File: config.mk
export PLATFORM = sky130hd
export DESIGN_NAME = ro_freq_meter_multi
export DESIGN_NICKNAME = d
export VERILOG_FILES = /design/src/rtl/ro_freq_pkg.sv /design/src/rtl/ro_edge_sync.sv /design/src/rtl/ro_freq_meter_multi.sv
export SDC_FILE = /design/constraint.sdc
export NUM_CORES = 1
export LEC_CHECK = 0
export ABC_CLOCK_PERIOD_IN_PS = 4200
export BUFFER_PORTS_ARGS = -buffer_cell sky130_fd_sc_hd__buf_4
export CORE_MARGIN = 8
export CORE_UTILIZATION = 35
export CTS_BUF_LIST = sky130_fd_sc_hd__clkbuf_2 sky130_fd_sc_hd__clkbuf_4 sky130_fd_sc_hd__clkbuf_8
export DETAILED_ROUTE_END_ITERATION = 8
export GPL_TIMING_DRIVEN = 0
export HOLD_SLACK_MARGIN = 0.15
export PLACE_DENSITY = 0.56
export SLEW_MARGIN = 20
export SYNTH_ARGS = -nofsm -noshare
export SYNTH_HDL_FRONTEND = slang
export SYNTH_SLANG_ARGS = --single-unit
File: constraint.sdc
create_clock -name CLK -period 4.2 [get_ports CLK]
set_input_delay 0.63 -clock CLK [delete_from_list [all_inputs] [get_ports CLK]]
set_output_delay 0.63 -clock CLK [all_outputs]
set_load 0.01 [all_outputs]
File: src/rtl/ro_freq_pkg.sv
`default_nettype none
// ============================================================================
//  Module      : ro_freq_pkg
//  Description : Shared types and constants for the multi-channel
//                ring-oscillator frequency meter.
//  Revision    : 1.0 - initial release
// ============================================================================
package ro_freq_pkg;

    // Measurement sequencer states
    typedef enum logic [1:0] {
        IDLE = 2'd0,
        ARM  = 2'd1,
        GATE = 2'd2,
        DONE = 2'd3
    } state_e;

    // Default build parameters
    localparam int c_N_CH_DEF   = 4;
    localparam int c_CNT_W_DEF  = 32;
    localparam int c_GATE_W_DEF = 24;

    // 100 ms gate at the nominal 1 MHz system clock
    localparam int c_GATE_100MS = 100000;

endpackage : ro_freq_pkg
`default_nettype wire

File: src/rtl/ro_edge_sync.sv
`default_nettype none
// ============================================================================
//  Module      : ro_edge_sync
//  Description : Two-flop synchroniser followed by a rising-edge detector for
//                one asynchronous ring-oscillator input. The edge output is
//                high for at most one CLK per input rising edge.
//  Revision    : 1.0 - initial release
// ============================================================================
module ro_edge_sync (
    input  logic CLK,
    input  logic read_data,
    input  logic i_ro,
    output logic o_edge
);

    logic [1:0] r_sync;
    logic       r_prev;

    // Resynchronise the input and remember the previous synchronised level
    always_ff @(posedge CLK or negedge read_data) begin
        if (!read_data) begin
            r_sync <= 2'b00;
            r_prev <= 1'b0;
        end else begin
            r_sync <= {r_sync[0], i_ro};
            r_prev <= r_sync[1];
        end
    end

    assign o_edge = r_sync[1] & ~r_prev;

endmodule : ro_edge_sync
`default_nettype wire

File: src/rtl/ro_freq_meter_multi.sv
`default_nettype none
// ============================================================================
//  Module      : ro_freq_meter_multi
//  Description : Counts rising edges on N_CH asynchronous ring-oscillator
//                inputs over a programmable gate of G CLK cycles. Results are
//                snapshotted at the end of each gate and read back through a
//                registered channel multiplexer. Supports one-shot and
//                continuous operation, abort, and saturating counters.
//  Revision    : 1.0 - initial release
// ============================================================================
module ro_freq_meter_multi
    import ro_freq_pkg::*;
#(
    parameter int N_CH   = c_N_CH_DEF,
    parameter int CNT_W  = c_CNT_W_DEF,
    parameter int GATE_W = c_GATE_W_DEF,
    localparam int c_SEL_W = (N_CH > 1) ? $clog2(N_CH) : 1
) (
    input  logic               CLK,
    input  logic               read_data,
    input  logic [N_CH-1:0]    ro_in,
    input  logic [GATE_W-1:0]  gate_len,
    input  logic               start,
    input  logic               continuous,
    input  logic               abort,
    input  logic [c_SEL_W-1:0] rd_sel,
    output logic               busy,
    output logic               done,
    output logic [CNT_W-1:0]   rd_count,
    output logic               rd_ovf,
    output logic               ovf_any
);

    localparam logic [1:0]       c_ST_IDLE  = IDLE;
    localparam logic [1:0]       c_ST_ARM   = ARM;
    localparam logic [1:0]       c_ST_GATE  = GATE;
    localparam logic [1:0]       c_ST_DONE  = DONE;
    localparam logic [CNT_W-1:0] c_CNT_MAX  = {CNT_W{1'b1}};
    localparam logic [c_SEL_W:0] c_N_CH_EXT = (c_SEL_W + 1)'(N_CH);

    logic [1:0]        r_state;
    logic [1:0]        w_state_nxt;
    logic [GATE_W-1:0] r_gate_len;
    logic [GATE_W-1:0] r_gate_cnt;
    logic              w_gate_last;
    logic              w_in_arm;
    logic              w_in_gate;
    logic              w_commit;
    logic              w_sel_ok;

    logic [N_CH-1:0]   w_edge;
    logic [CNT_W-1:0]  w_cnt [N_CH];
    logic [N_CH-1:0]   w_ovf;

    logic [CNT_W-1:0]  r_snap_cnt [N_CH];
    logic [N_CH-1:0]   r_snap_ovf;
    logic [CNT_W-1:0]  r_rd_count;
    logic              r_rd_ovf;

    assign w_in_arm    = (r_state == c_ST_ARM);
    assign w_in_gate   = (r_state == c_ST_GATE);
    assign w_gate_last = (r_gate_cnt == (r_gate_len - GATE_W'(1)));
    // An abort landing on the DONE cycle suppresses the result update
    assign w_commit    = (r_state == c_ST_DONE) && !abort;
    assign w_sel_ok    = ({1'b0, rd_sel} < c_N_CH_EXT);

    // Next-state logic; abort overrides every other request
    always_comb begin
        w_state_nxt = r_state;
        if (abort) begin
            w_state_nxt = c_ST_IDLE;
        end else begin
            case (r_state)
                c_ST_IDLE: if (start) w_state_nxt = c_ST_ARM;
                c_ST_ARM:  w_state_nxt = c_ST_GATE;
                c_ST_GATE: if (w_gate_last) w_state_nxt = c_ST_DONE;
                c_ST_DONE: w_state_nxt = continuous ? c_ST_ARM : c_ST_IDLE;
                default:   w_state_nxt = c_ST_IDLE;
            endcase
        end
    end

    // State register
    always_ff @(posedge CLK or negedge read_data) begin
        if (!read_data) begin
            r_state <= c_ST_IDLE;
        end else begin
            r_state <= w_state_nxt;
        end
    end

    // Latch the gate length in ARM (zero promoted to one) and time the gate
    always_ff @(posedge CLK or negedge read_data) begin
        if (!read_data) begin
            r_gate_len <= '0;
            r_gate_cnt <= '0;
        end else if (w_in_arm) begin
            r_gate_len <= (gate_len == '0) ? GATE_W'(1) : gate_len;
            r_gate_cnt <= '0;
        end else if (w_in_gate) begin
            r_gate_cnt <= r_gate_cnt + GATE_W'(1);
        end
    end

    for (genvar i = 0; i < N_CH; i++) begin : g_ch
        logic [CNT_W-1:0] r_cnt;
        logic             r_ovf;

        ro_edge_sync u_edge_sync (
            .CLK       (CLK),
            .read_data (read_data),
            .i_ro      (ro_in[i]),
            .o_edge    (w_edge[i])
        );

        // Live edge counter: cleared in ARM, counts only inside the gate,
        // sticks at full scale and flags any edge that would have wrapped
        always_ff @(posedge CLK or negedge read_data) begin
            if (!read_data) begin
                r_cnt <= '0;
                r_ovf <= 1'b0;
            end else if (w_in_arm) begin
                r_cnt <= '0;
                r_ovf <= 1'b0;
            end else if (w_in_gate && w_edge[i]) begin
                if (r_cnt == c_CNT_MAX) begin
                    r_ovf <= 1'b1;
                end else begin
                    r_cnt <= r_cnt + CNT_W'(1);
                end
            end
        end

        assign w_cnt[i] = r_cnt;
        assign w_ovf[i] = r_ovf;
    end

    // Capture all live results together at the end of a measurement
    always_ff @(posedge CLK or negedge read_data) begin
        if (!read_data) begin
            for (int k = 0; k < N_CH; k++) begin
                r_snap_cnt[k] <= '0;
            end
            r_snap_ovf <= '0;
        end else if (w_commit) begin
            for (int k = 0; k < N_CH; k++) begin
                r_snap_cnt[k] <= w_cnt[k];
            end
            r_snap_ovf <= w_ovf;
        end
    end

    // Registered readout mux; out-of-range selects read as zero
    always_ff @(posedge CLK or negedge read_data) begin
        if (!read_data) begin
            r_rd_count <= '0;
            r_rd_ovf   <= 1'b0;
        end else if (w_sel_ok) begin
            r_rd_count <= r_snap_cnt[rd_sel];
            r_rd_ovf   <= r_snap_ovf[rd_sel];
        end else begin
            r_rd_count <= '0;
            r_rd_ovf   <= 1'b0;
        end
    end

    assign busy     = (r_state != c_ST_IDLE);
    assign done     = w_commit;
    assign rd_count = r_rd_count;
    assign rd_ovf   = r_rd_ovf;
    assign ovf_any  = |r_snap_ovf;

endmodule : ro_freq_meter_multi
`default_nettype wire

==> metrics.cfg, run 1 <==
[run_status]
outcome=complete, no violations

[detailed_routing]
drt_wl_total_um=46500
drtIter0Drc=920
dr.pass1.iters=5
dr_total_vias=12600
viasPerCell=5.11
ant_nets=0
drcViolationCount=0
post_drt_wl_per_cell_um=18.8

[synthesis]
synth-seq-area-share=0.541
netlist_area_mm2=0.0166
avgSynthCellArea_um2=9.93
synth_edf_count=0
synth_nets=1717
async_flop_share=1.00
ys_ff_latch=359
yosysWarningCount=0
synth_ff_type=dfrtp_1
syn_inst=1671
synth_cell_type_count=61

[clock_tree]
cts-root-buf=clkbuf_8
post-cts-setup-buffers=0
worst_skew_pair.late_latency_ps=640
htree_levels=3
cts_buffers=66
cts_sinks=359
cts_tree=yes
cts.clk_slew.worst_paths_ps=60
clk_path_buf_depth=3

[timing]
setup_violations=0
final_hold_viol_count=0
max_slew_margin=0.339
fmax_ghz=0.257
finClkSkew_ps=52.9
rsz0062_at_grt=no
fin_crit_ps=3890
worst_pin_slew_ps=992
finalSetupTns_ps=0
layout_worst_path_cycle_share=0.925
slew_viol_final=0

[setup_path]
crit_path_start_kind=flip-flop
path_max_fanout=10
required_ps=4670
crit_type=flip-flop to flip-flop
arrival_ps=4360
crit_path_end_kind=flip-flop

[finish]
antenna_cells=0
drive_gt1_frac=0.141
final_util=0.410
fin_nets=1861
fillCellCount=4658
fin_cells=2471
area_growth_pct=16.8

[global_route]
grt_pass1_wl_um=73300
track_usage=0.174
grt_antenna_before_repair=1
grt_max_degree=100
overflow=0
grt_pass1_vias=12700

[floorplanning]
rows=80
dieArea_mm2=0.0547
core_mm2=0.0472
ios=71
start_util=0.351
die_x_um=234
die-height_um=234

[placed_design]
dp_hpwl_um=33200
portBuffers=68
dp_cells=2357
gp_congestion=0.826

[min_path]
worstHoldPathType=input pin to flip-flop

[power]
fin_total_pwr_w=0.00904
vdd_ir_drop_max_v=0.000197
p_per_area_mw_per_mm2=466
p_leak_nw=9.08

[flow_run]
cap_violations=0

[timing repair]
action / in CTS / in global routing
gates resized for setup: 1 / 6
endpoints found under the hold margin: 80 / 0
setup endpoints to repair: 9 / 31
hold buffers: 5 / 0
[metal layers]
metal / vias up / share of wire / global-route usage
met2: 314 / 0.44 / 0.261
met4: 0 / 0.031 / 0.0663
met5: - / 0 / 0
met3: 92 / 0.060 / 0.0409
li1: 5933 / - / -
met1: 6300 / 0.47 / 0.242
[layout make-up]
cell class / instances / area, µm² / share of cell area
multi-input combinational: 1203 / 7200 / 0.371
clock inverter: 18 / 151 / 0.00781
sequential: 359 / 8980 / 0.463
buffer: 79 / 322 / 0.0166
inverter: 30 / 113 / 0.00581
timing repair buffer: 76 / 651 / 0.0336
tap: 615 / 769 / 0.0397
clock buffer: 91 / 1200 / 0.0617
[state kept, by name, indices dropped and copies added (netlist names)]
| signal | cells |
|---|---|
| rd_count | 32 |
| g_ch.u_edge_sync.r_prev | 4 |
| r_gate_cnt | 24 |
| g_ch.u_edge_sync.r_sync | 8 |
| g_ch.r_ovf | 4 |
| r_snap_cnt | 128 |
| r_gate_len | 24 |
| r_state | 2 |
| g_ch.r_cnt | 128 |
| r_snap_ovf | 4 |
| rd_ovf | 1 |
[cells in the final DEF (no fill, tap or decap), drive strengths merged, types with 4 or more instances in the layout]
| cell | n |
|---|---|
| nor2b | 5 |
| nand4 | 40 |
| mux2 | 21 |
| mux4 | 33 |
| o31a | 4 |
| nor4 | 22 |
| or4 | 5 |
| nand2 | 432 |
| o21ai | 51 |
| ha | 11 |
| inv | 31 |
| nand2b | 10 |
| clkinv | 12 |
| or2 | 6 |
| o211ai | 4 |
| o2111ai | 5 |
| dlygate4sd3 | 5 |
| nor2 | 162 |
| or3 | 30 |
| xor2 | 85 |
| nor3 | 22 |
| and3 | 28 |
| a21oi | 26 |
| and2 | 10 |
| nand3 | 51 |
| mux2i | 7 |
| nand3b | 6 |
| buf | 81 |
| nor3b | 5 |
| xnor2 | 61 |
| clkbuf | 159 |
| dfrtp | 359 |
| and4 | 20 |
[cell usage after synthesis, types with 21 or more instances]
cell	count	area, µm²
inv_1	29	109
nor3_1	22	110
o21ai_0	51	255
mux2_2	21	236
clkbuf_1	68	255
dfrtp_1	359	8980
nand3_1	51	255
xnor2_1	61	534
nand2_1	432	1620
and3_1	28	175
xor2_1	85	744
nand4_1	40	250
or3_1	30	188
nor2_1	162	608
mux4_2	33	743
a21oi_1	26	130
[report_power, final]
part	switching (W)	leakage (nW)	internal (W)
Sequential	0.000248	4.93	0.00366
Clock	0.00152	0.711	0.00196
Combinational	0.00106	3.44	0.000594
Total	0.00283	9.08	0.00621
[metrics by stage]
stage	hold WS (ps)	worst slack, ps	cell area (µm²)
finish	199	313	19400
floorplan	331	1270	16600
CTS	153	141	19400
detailed placement	335	-6.03	18000
global route	163	117	19400
global placement	337	-1050	17900
[critical path: stages (launching register included)]
cell             delay (ps)
dfrtp_1                 430
inv_1                   120
ha_1                    150
clkbuf_1                470
clkbuf_1                620
clkdlybuf4s15_1         730
clkbuf_1                550
clkbuf_1                550
nor2_1                  110
[kinds of logic after synthesis]
group,share of synthesized area
and+or+nand+nor,0.239
DFF,0.541
xor gates and xnor gates,0.0770
AOI/OAI and AO/OA,0.0456
buffers and inverters,0.0255
muxes,0.0632
adders and majority gates,0.00829
[path summary, 6_finish.rpt]
path / to / cells past startpoint / slack [ps] / from
max: g_ch[1].r_cnt[26]$_DFFE_PN0P_ / 8 / 310 / r_state[1]$_DFFE_PN0P_
min in group asynchronous: r_gate_len[9]$_DFFE_PN0P_ / 2 / 580 / read_data
max in group asynchronous: g_ch[3].r_cnt[28]$_DFFE_PN0P_ / 4 / 2230 / read_data
min: r_state[0]$_DFFE_PN0P_ / 2 / 200 / abort
max reg2reg: g_ch[1].r_cnt[26]$_DFFE_PN0P_ / 8 / 310 / r_state[1]$_DFFE_PN0P_
min reg2reg: g_ch[3].u_edge_sync.r_sync[1]$_DFF_PN0_ / 0 / 340 / g_ch[3].u_edge_sync.r_sync[0]$_DFF_PN0_
No activity file was read; power rests on OpenSTA's default activity.
==> inputs of run 2 (changes only) <==
--- a/config.mk
+++ b/config.mk
@@ -8,12 +8,12 @@
 export ABC_CLOCK_PERIOD_IN_PS = 4200
 export BUFFER_PORTS_ARGS = -buffer_cell sky130_fd_sc_hd__buf_4
 export CORE_MARGIN = 8
-export CORE_UTILIZATION = 35
+export CORE_UTILIZATION = 25
 export CTS_BUF_LIST = sky130_fd_sc_hd__clkbuf_2 sky130_fd_sc_hd__clkbuf_4 sky130_fd_sc_hd__clkbuf_8
 export DETAILED_ROUTE_END_ITERATION = 8
 export GPL_TIMING_DRIVEN = 0
 export HOLD_SLACK_MARGIN = 0.15
-export PLACE_DENSITY = 0.56
+export PLACE_DENSITY = 0.45
 export SLEW_MARGIN = 20
 export SYNTH_ARGS = -nofsm -noshare
 export SYNTH_HDL_FRONTEND = slang
==> run 2 against run 1 <==
Net effect: critical path depth is the same; worst hold slack gained 35 ps; total power is 0.35% lower; clock skew is 22 ps lower; die area up 37%; clock-buffer cell count grew 12; global-route usage decreased by 4.2 points; sequential share of layout area down 0.75 points; critical path type unchanged; largest cell class unchanged; highest routed layer unchanged.
==> metrics.cfg, run 2 (same netlist as run 1, synthesis figures left out) <==
[finish]
mostFrequentLayoutCells=nand2_1, dfrtp_1, nor2_1  ; unchanged
final_util=0.300  ; was 0.410
drive_gt1_frac=0.143  ; was 0.141
area_growth_pct=18.7  ; was 16.8%
finalInstanceArea_mm2=0.0197  ; was 0.0194 mm²
fin_nets=1863  ; was 1861
final_common_cell=nand2_1  ; unchanged

[floorplanning]
rows=94  ; was 80
die_x_um=274  ; was 234 µm
core_mm2=0.0657  ; was 0.0472 mm²
dieArea_mm2=0.0749  ; was 0.0547 mm²
die-height_um=274  ; was 234 µm
ios=71  ; unchanged
start_util=0.252  ; was 0.351

[global_route]
grt_pass1_vias=12800  ; was 12700
grt_antenna_before_repair=2  ; was 1
overflow=0  ; unchanged
grt_pass1_wl_um=77000  ; was 73300 µm
track_usage=0.132  ; was 0.174
grt_max_degree=93  ; was 100

[placed_design]
dp_hpwl_um=35500  ; was 33200 µm
dp_slack_ps=-728  ; was -6.03 ps
gp_congestion=0.822  ; was 0.826
detailed_place.area_mm2=0.0183  ; was 0.0180 mm²
portBuffers=68  ; unchanged

[setup_path]
arrival_ps=4420  ; was 4360 ps
crit_path_start_kind=flip-flop  ; unchanged
crit_family=buffers and inverters  ; unchanged
path_max_fanout=10  ; unchanged
path_depth=8  ; unchanged
crit_path_end_kind=flip-flop  ; unchanged
required_ps=4650  ; was 4670 ps
crit_chain=inv_1 -> ha_1 -> clkbuf_1 -> clkbuf_2 -> clkbuf_2 -> clkbuf_1 -> clkbuf_1 -> a21oi_1  ; was inv_1 -> ha_1 -> clkbuf_1 -> clkbuf_1 -> clkdlybuf4s15_1 -> clkbuf_1 -> clkbuf_1 -> nor2_1
slowest_stage=clkbuf_1  ; was clkdlybuf4s15_1
path_buf_inv=6  ; unchanged
crit_type=flip-flop to flip-flop  ; unchanged
crit_top_cell=clkbuf_1  ; unchanged
max_stage_delay_ps=770  ; was 730 ps
r2r_cells=8  ; unchanged

[timing]
worst_pin_slew_ps=1030  ; was 992 ps
final_hold_viol_count=0  ; unchanged
setup_ws_ps=235  ; was 313 ps
setup_violations=0  ; unchanged
rsz0062_at_grt=no  ; unchanged
max_slew_margin=0.300  ; was 0.339
fin_crit_ps=3970  ; was 3890 ps
whs_ps=234  ; was 199 ps
finClkSkew_ps=31.1  ; was 52.9 ps
layout_worst_path_cycle_share=0.944  ; was 0.925
fmax_ghz=0.252  ; was 0.257 GHz
slew_viol_final=0  ; unchanged

[clock_tree]
worst_skew_pair.late_latency_ps=630  ; was 640 ps
cts_sinks=359  ; unchanged
cts_tree=yes  ; unchanged
cts-root-buf=clkbuf_8  ; unchanged
clk_path_buf_depth=3  ; unchanged
htree_levels=3  ; unchanged
cts_buffers=66  ; unchanged
cts.clk_slew.worst_paths_ps=60  ; about the same

[power]
fin_total_pwr_w=0.00901  ; was 0.00904 W
switching_share=0.316  ; was 0.313
p_sw_w=0.00284  ; was 0.00283 W
p_per_area_mw_per_mm2=457  ; was 466 mW/mm²
clockPowerShare=0.381  ; was 0.385
p_int_w=0.00617  ; was 0.00621 W
share_comb_of_total_power=0.185  ; was 0.183
vdd_ir_drop_max_v=0.000170  ; was 0.000197 V
p_leak_nw=9.09  ; was 9.08 nW
p_seq_frac=0.434  ; was 0.432

[detailed_routing]
dr.pass1.iters=8  ; was 5
drcViolationCount=0  ; unchanged
dr_total_vias=12500  ; was 12600
drt_wl_total_um=49200  ; was 46500 µm
post_drt_wl_per_cell_um=18.0  ; was 18.8 µm
viasPerCell=4.58  ; was 5.11
ant_nets=0  ; unchanged
drtIter0Drc=1080  ; was 920

[min_path]
min_path_cells=3  ; was 2
worstHoldPathType=input pin to flip-flop  ; unchanged

[run_status]
outcome=complete, no violations  ; unchanged

[flow_run]
cap_violations=0  ; unchanged

-- run 2: changes by cell type in the layout (fill, tap and decap cells not counted), sizes merged --
cell,delta
clkinvlp,-1
bufinv,-2
diode,+1
clkinv,-4
dlygate4sd3,+1
clkbuf,+12
buf,+2
clkdlybuf4s15,-1
-- run 2: metrics by stage --
| stage | cells | setup TNS, ps |
|---|---|---|
| 2_1_floorplan | 1671 | 0 |
| 3_3_place_gp | 2603 | -462110 |
| 3_5_place_dp | 2607 | -48400 |
| 4_1_cts | 2727 | 0 |
| 5_1_grt | 2728 | 0 |
| 6_report | 2728 | 0 |
-- run 2: power groups by stage --
| stage | logic (W) | registers (W) | clock network (W) |
|---|---|---|---|
| 2_1_floorplan | 0.00108 | 0.00389 | 0 |
| 3_3_place_gp | 0.00166 | 0.00396 | 0 |
| 3_5_place_dp | 0.00169 | 0.00397 | 0 |
| 4_1_cts | 0.00171 | 0.00391 | 0.00356 |
| 5_1_grt | 0.00186 | 0.00394 | 0.00371 |
| 6_report | 0.00167 | 0.00391 | 0.00343 |
-- run 2: path summary, 6_finish.rpt --
kind                                                      endpoint  slack [ps]                               startpoint
setup / recovery                     g_ch[2].r_cnt[22]$_DFFE_PN0P_         230                   r_state[1]$_DFFE_PN0P_
hold / removal                          r_gate_len[12]$_DFFE_PN0P_         230                             gate_len[12]
setup reg to reg                     g_ch[2].r_cnt[22]$_DFFE_PN0P_         230                   r_state[1]$_DFFE_PN0P_
hold reg to reg            g_ch[2].u_edge_sync.r_sync[1]$_DFF_PN0_         350  g_ch[2].u_edge_sync.r_sync[0]$_DFF_PN0_
max in group asynchronous                   rd_count[23]$_DFF_PN0_        2060                                read_data
min in group asynchronous                    rd_count[7]$_DFF_PN0_         550                                read_data
-- run 2: metal layers --
layer,track usage,part of all wire,vias up
met5,0,0,-
met4,0.0461,0.023,0
met3,0.0212,0.041,73
met2,0.208,0.46,215
met1,0.182,0.48,6259
li1,-,-,5954
-- run 2: final cells by class --
type | count | area, µm²
Sequential cell | 359 | 8980
Multi-Input combinational cell | 1203 | 7190
Inverter | 30 | 113
Timing Repair Buffer | 78 | 688
Antenna cell | 1 | 2.50
Clock buffer | 103 | 1270
Tap cell | 864 | 1080
Fill cell | 6784 | 46000
Clock inverter | 11 | 63.8
Buffer | 79 | 314
-- run 2: repair_timing --
| item | in CTS | in global routing |
|---|---|---|
| resized for setup | 3 | 0 |
| setup buffers | 0 | 0 |
| hold buffers | 6 | 0 |
| endpoints found under the hold margin | 63 | 0 |
| endpoints found under the setup margin | 138 | 0 |
-- run 2: worst reg2reg max path: cells and delay by family, from the launching register on --
family / cells / cell delay (ps)
DFF: 1 / 420
buffers and inverters: 6 / 3070
adders and majority gates: 1 / 180
AOI/OAI and AO/OA: 1 / 110
==> inputs of run 3 (changes only) <==
--- a/config.mk
+++ b/config.mk
@@ -17,4 +17,5 @@
 export SLEW_MARGIN = 20
 export SYNTH_ARGS = -nofsm -noshare
 export SYNTH_HDL_FRONTEND = slang
+export SYNTH_HIERARCHICAL = 1
 export SYNTH_SLANG_ARGS = --single-unit
==> run 3 against run 2 <==
Net effect: die area down 0.61%; sequential share of layout area is 0.075 points higher; clock skew grew 12 ps; register-to-register slack better by 170 ps; worst hold slack worse by 0.64 ps; clock-buffer cell count rose by 4; via count down 2.7%; fmax up 4.6%; final cell count is 0.29% lower; clock power rose by 6.1%; combinational power grew 2%.
==> metrics.cfg, run 3 <==
[detailed_routing]
drt_wl_total_um=46300  ; was 49200 µm
wl_met3_um=1690  ; was 2030 µm
maxUsedRoutingLayer=met4  ; unchanged
dr_total_vias=12200  ; was 12500
drtIter0Drc=682  ; was 1080
viasPerCell=4.47  ; was 4.58
wl_met1_um=21800  ; was 23500 µm
met2_length_um=21600  ; was 22500 µm
dr.pass1.iters=5  ; was 8
ant_nets=0  ; unchanged
drcViolationCount=0  ; unchanged
post_drt_wl_per_cell_um=17.0  ; was 18.0 µm

[finish]
mostFrequentLayoutCells=nand2_1, dfrtp_1, nor2_1  ; unchanged
final_common_cell=nand2_1  ; unchanged
fin_nets=1856  ; was 1863
area_growth_pct=19.3  ; was 18.7%
drive_gt1_frac=0.140  ; was 0.143
fillCellCount=6874  ; was 6784

[synthesis]
synth-seq-area-share=0.545  ; was 0.541
synth_nets=1707  ; was 1717
yosysTopAreaCell=dfrtp_1  ; unchanged
synth_edf_count=0  ; unchanged
yosys-top-cells-area=dfrtp_1, nand2_1, xor2_1  ; unchanged
synth_common_cells=nand2_1, dfrtp_1, nor2_1  ; unchanged
yosysWarningCount=6  ; was 0
synth_cell_type_count=62  ; was 61
syn_inst=1661  ; was 1671
ys_ff_latch=359  ; unchanged
netlist_area_mm2=0.0165  ; was 0.0166 mm²
synth_top_area_share=0.545  ; was 0.541
async_flop_share=1.00  ; unchanged
synth_ff_type=dfrtp_1  ; unchanged
avgSynthCellArea_um2=9.93  ; about the same
synthMostInstantiatedCell=nand2_1  ; unchanged

[clock_tree]
cts_buffers=70  ; was 66
htree_levels=3  ; unchanged
cts_tree=yes  ; unchanged
cts_sinks=359  ; unchanged
post-cts-setup-buffers=0  ; unchanged
ctsHoldBuffers=6  ; unchanged
clk_path_buf_depth=3  ; unchanged
cts_resized=0  ; was 3
cts-root-buf=clkbuf_8  ; unchanged
cts.clk_slew.worst_paths_ps=50  ; was 60 ps
worst_skew_pair.late_latency_ps=650  ; was 630 ps

[timing]
layout_worst_path_cycle_share=0.903  ; was 0.944
fmax_ghz=0.264  ; was 0.252 GHz
worst_pin_slew_ps=1040  ; was 1030 ps
rsz0062_at_grt=no  ; unchanged
fin_crit_ps=3790  ; was 3970 ps
setup_violations=0  ; unchanged
finClkSkew_ps=43.4  ; was 31.1 ps
final_hold_viol_count=0  ; unchanged
whs_ps=234  ; about the same
max_slew_margin=0.303  ; was 0.300
slew_viol_final=0  ; unchanged

[power]
vdd_ir_drop_max_v=0.000178  ; was 0.000170 V
p_leak_nw=9.17  ; was 9.09 nW
p_per_area_mw_per_mm2=470  ; was 457 mW/mm²
fin_total_pwr_w=0.00925  ; was 0.00901 W

[floorplanning]
dieArea_mm2=0.0744  ; was 0.0749 mm²
die-height_um=273  ; was 274 µm
die_x_um=273  ; was 274 µm
ios=71  ; unchanged
core_mm2=0.0655  ; was 0.0657 mm²
start_util=0.252  ; about the same
rows=94  ; unchanged

[placed_design]
dp_hpwl_um=33300  ; was 35500 µm
gp_congestion=0.843  ; was 0.822
portBuffers=68  ; unchanged

[global_route]
track_usage=0.125  ; was 0.132
grt_max_degree=99  ; was 93
overflow=0  ; unchanged
grt_antenna_before_repair=2  ; unchanged
grt_pass1_vias=12700  ; was 12800
grt_pass1_wl_um=73100  ; was 77000 µm

[setup_path]
crit_path_end_kind=flip-flop  ; unchanged
path_max_fanout=10  ; unchanged
required_ps=4690  ; was 4650 ps
crit_type=flip-flop to flip-flop  ; unchanged
r2r_cells=10  ; was 8
crit_path_start_kind=flip-flop  ; unchanged
arrival_ps=4280  ; was 4420 ps

[flow_run]
cap_violations=0  ; unchanged

[run_status]
outcome=complete, no violations  ; unchanged

[min_path]
worstHoldPathType=input pin to flip-flop  ; unchanged
min_path_cells=3  ; unchanged

==> run 3: changes by cell type in the layout (fill, tap and decap cells not counted), sizes merged, moves of 5 or more <==
cell	previous run	this run
nor2b	5	10
xor2	85	95
a21oi	26	35
xnor2	61	53
nand3b	6	1
inv	31	25
clkinv	8	3
o21ai	51	41
nor4	22	15
nand2	432	461
and4	20	25
==> run 3: cell families (layout without fill, tap and decap cells) <==
family	after synthesis	after routing	share of synthesized area
compound gates	113	113	0.0413
buf+inv	95	288	0.0223
flops	359	359	0.545
fa+ha+maj	11	11	0.00834
simple gates	870	870	0.239
mux	65	65	0.0662
other cells	0	2	0
xor+xnor	148	148	0.0786
==> run 3: report_power, final <==
| part | internal (W) | total (W) | switching (W) |
|---|---|---|---|
| sequential | 0.00366 | 0.00390 | 0.000245 |
| clock | 0.00208 | 0.00364 | 0.00156 |
| combinational | 0.000602 | 0.00171 | 0.00110 |
==> run 3: path summary, 6_finish.rpt <==
kind                                                      endpoint                               startpoint  slack [ps]
max                                  g_ch[3].r_cnt[29]$_DFFE_PN0P_                   r_state[0]$_DFFE_PN0P_         410
max in group asynchronous               r_snap_cnt[90]$_DFFE_PN0P_                                read_data        2640
min in group asynchronous               r_gate_len[21]$_DFFE_PN0P_                                read_data         570
min reg2reg                g_ch[3].u_edge_sync/r_sync[1]$_DFF_PN0_  g_ch[3].u_edge_sync/r_sync[0]$_DFF_PN0_         340
min                                      r_gate_len[7]$_DFFE_PN0P_                              gate_len[7]         230
max reg2reg                          g_ch[3].r_cnt[29]$_DFFE_PN0P_                   r_state[0]$_DFFE_PN0P_         410
==> run 3: layout make-up <==
type,instances,area [µm²],area share
clock inverters,9,98.8,0.00502
inverters,21,78.8,0.00401
well taps,864,1080,0.0549
diodes,2,5.00,0.000254
flip-flops and latches,359,8980,0.457
clock buffers,107,1340,0.0679
multi-input cells,1207,7140,0.363
plain buffers,74,289,0.0147
repair buffers,77,661,0.0336
==> run 3: through the flow <==
| step | utilization | worst slack [ps] | cells | area, µm² | setup TNS, ps |
|---|---|---|---|---|---|
| finish | 0.300 | 409 | 2720 | 19700 | 0 |
| global route | 0.300 | 74.5 | 2719 | 19700 | 0 |
| CTS | 0.300 | 312 | 2718 | 19700 | 0 |
| detailed placement | 0.277 | 300 | 2596 | 18200 | 0 |
| global placement | 0.276 | -1170 | 2593 | 18100 | -395480 |
| floorplan | - | 1490 | 1661 | 16500 | 0 |
==> run 3: critical path, cell delays in order, from the launching register on <==
cell,delay [ps]
dfrtp_1,410
inv_1,150
ha_1,160
buf_1,610
nand2_1,280
a31oi_2,640
o211ai_1,310
nor3_1,660
nand4_1,190
xor2_1,190
nor2_1,50
==> run 3: routing by layer <==
layer  GRT usage  vias up
met2       0.201      191
met4      0.0432        0
met3      0.0270       86
li1            -     5895
met5           0        -
met1       0.165     5989
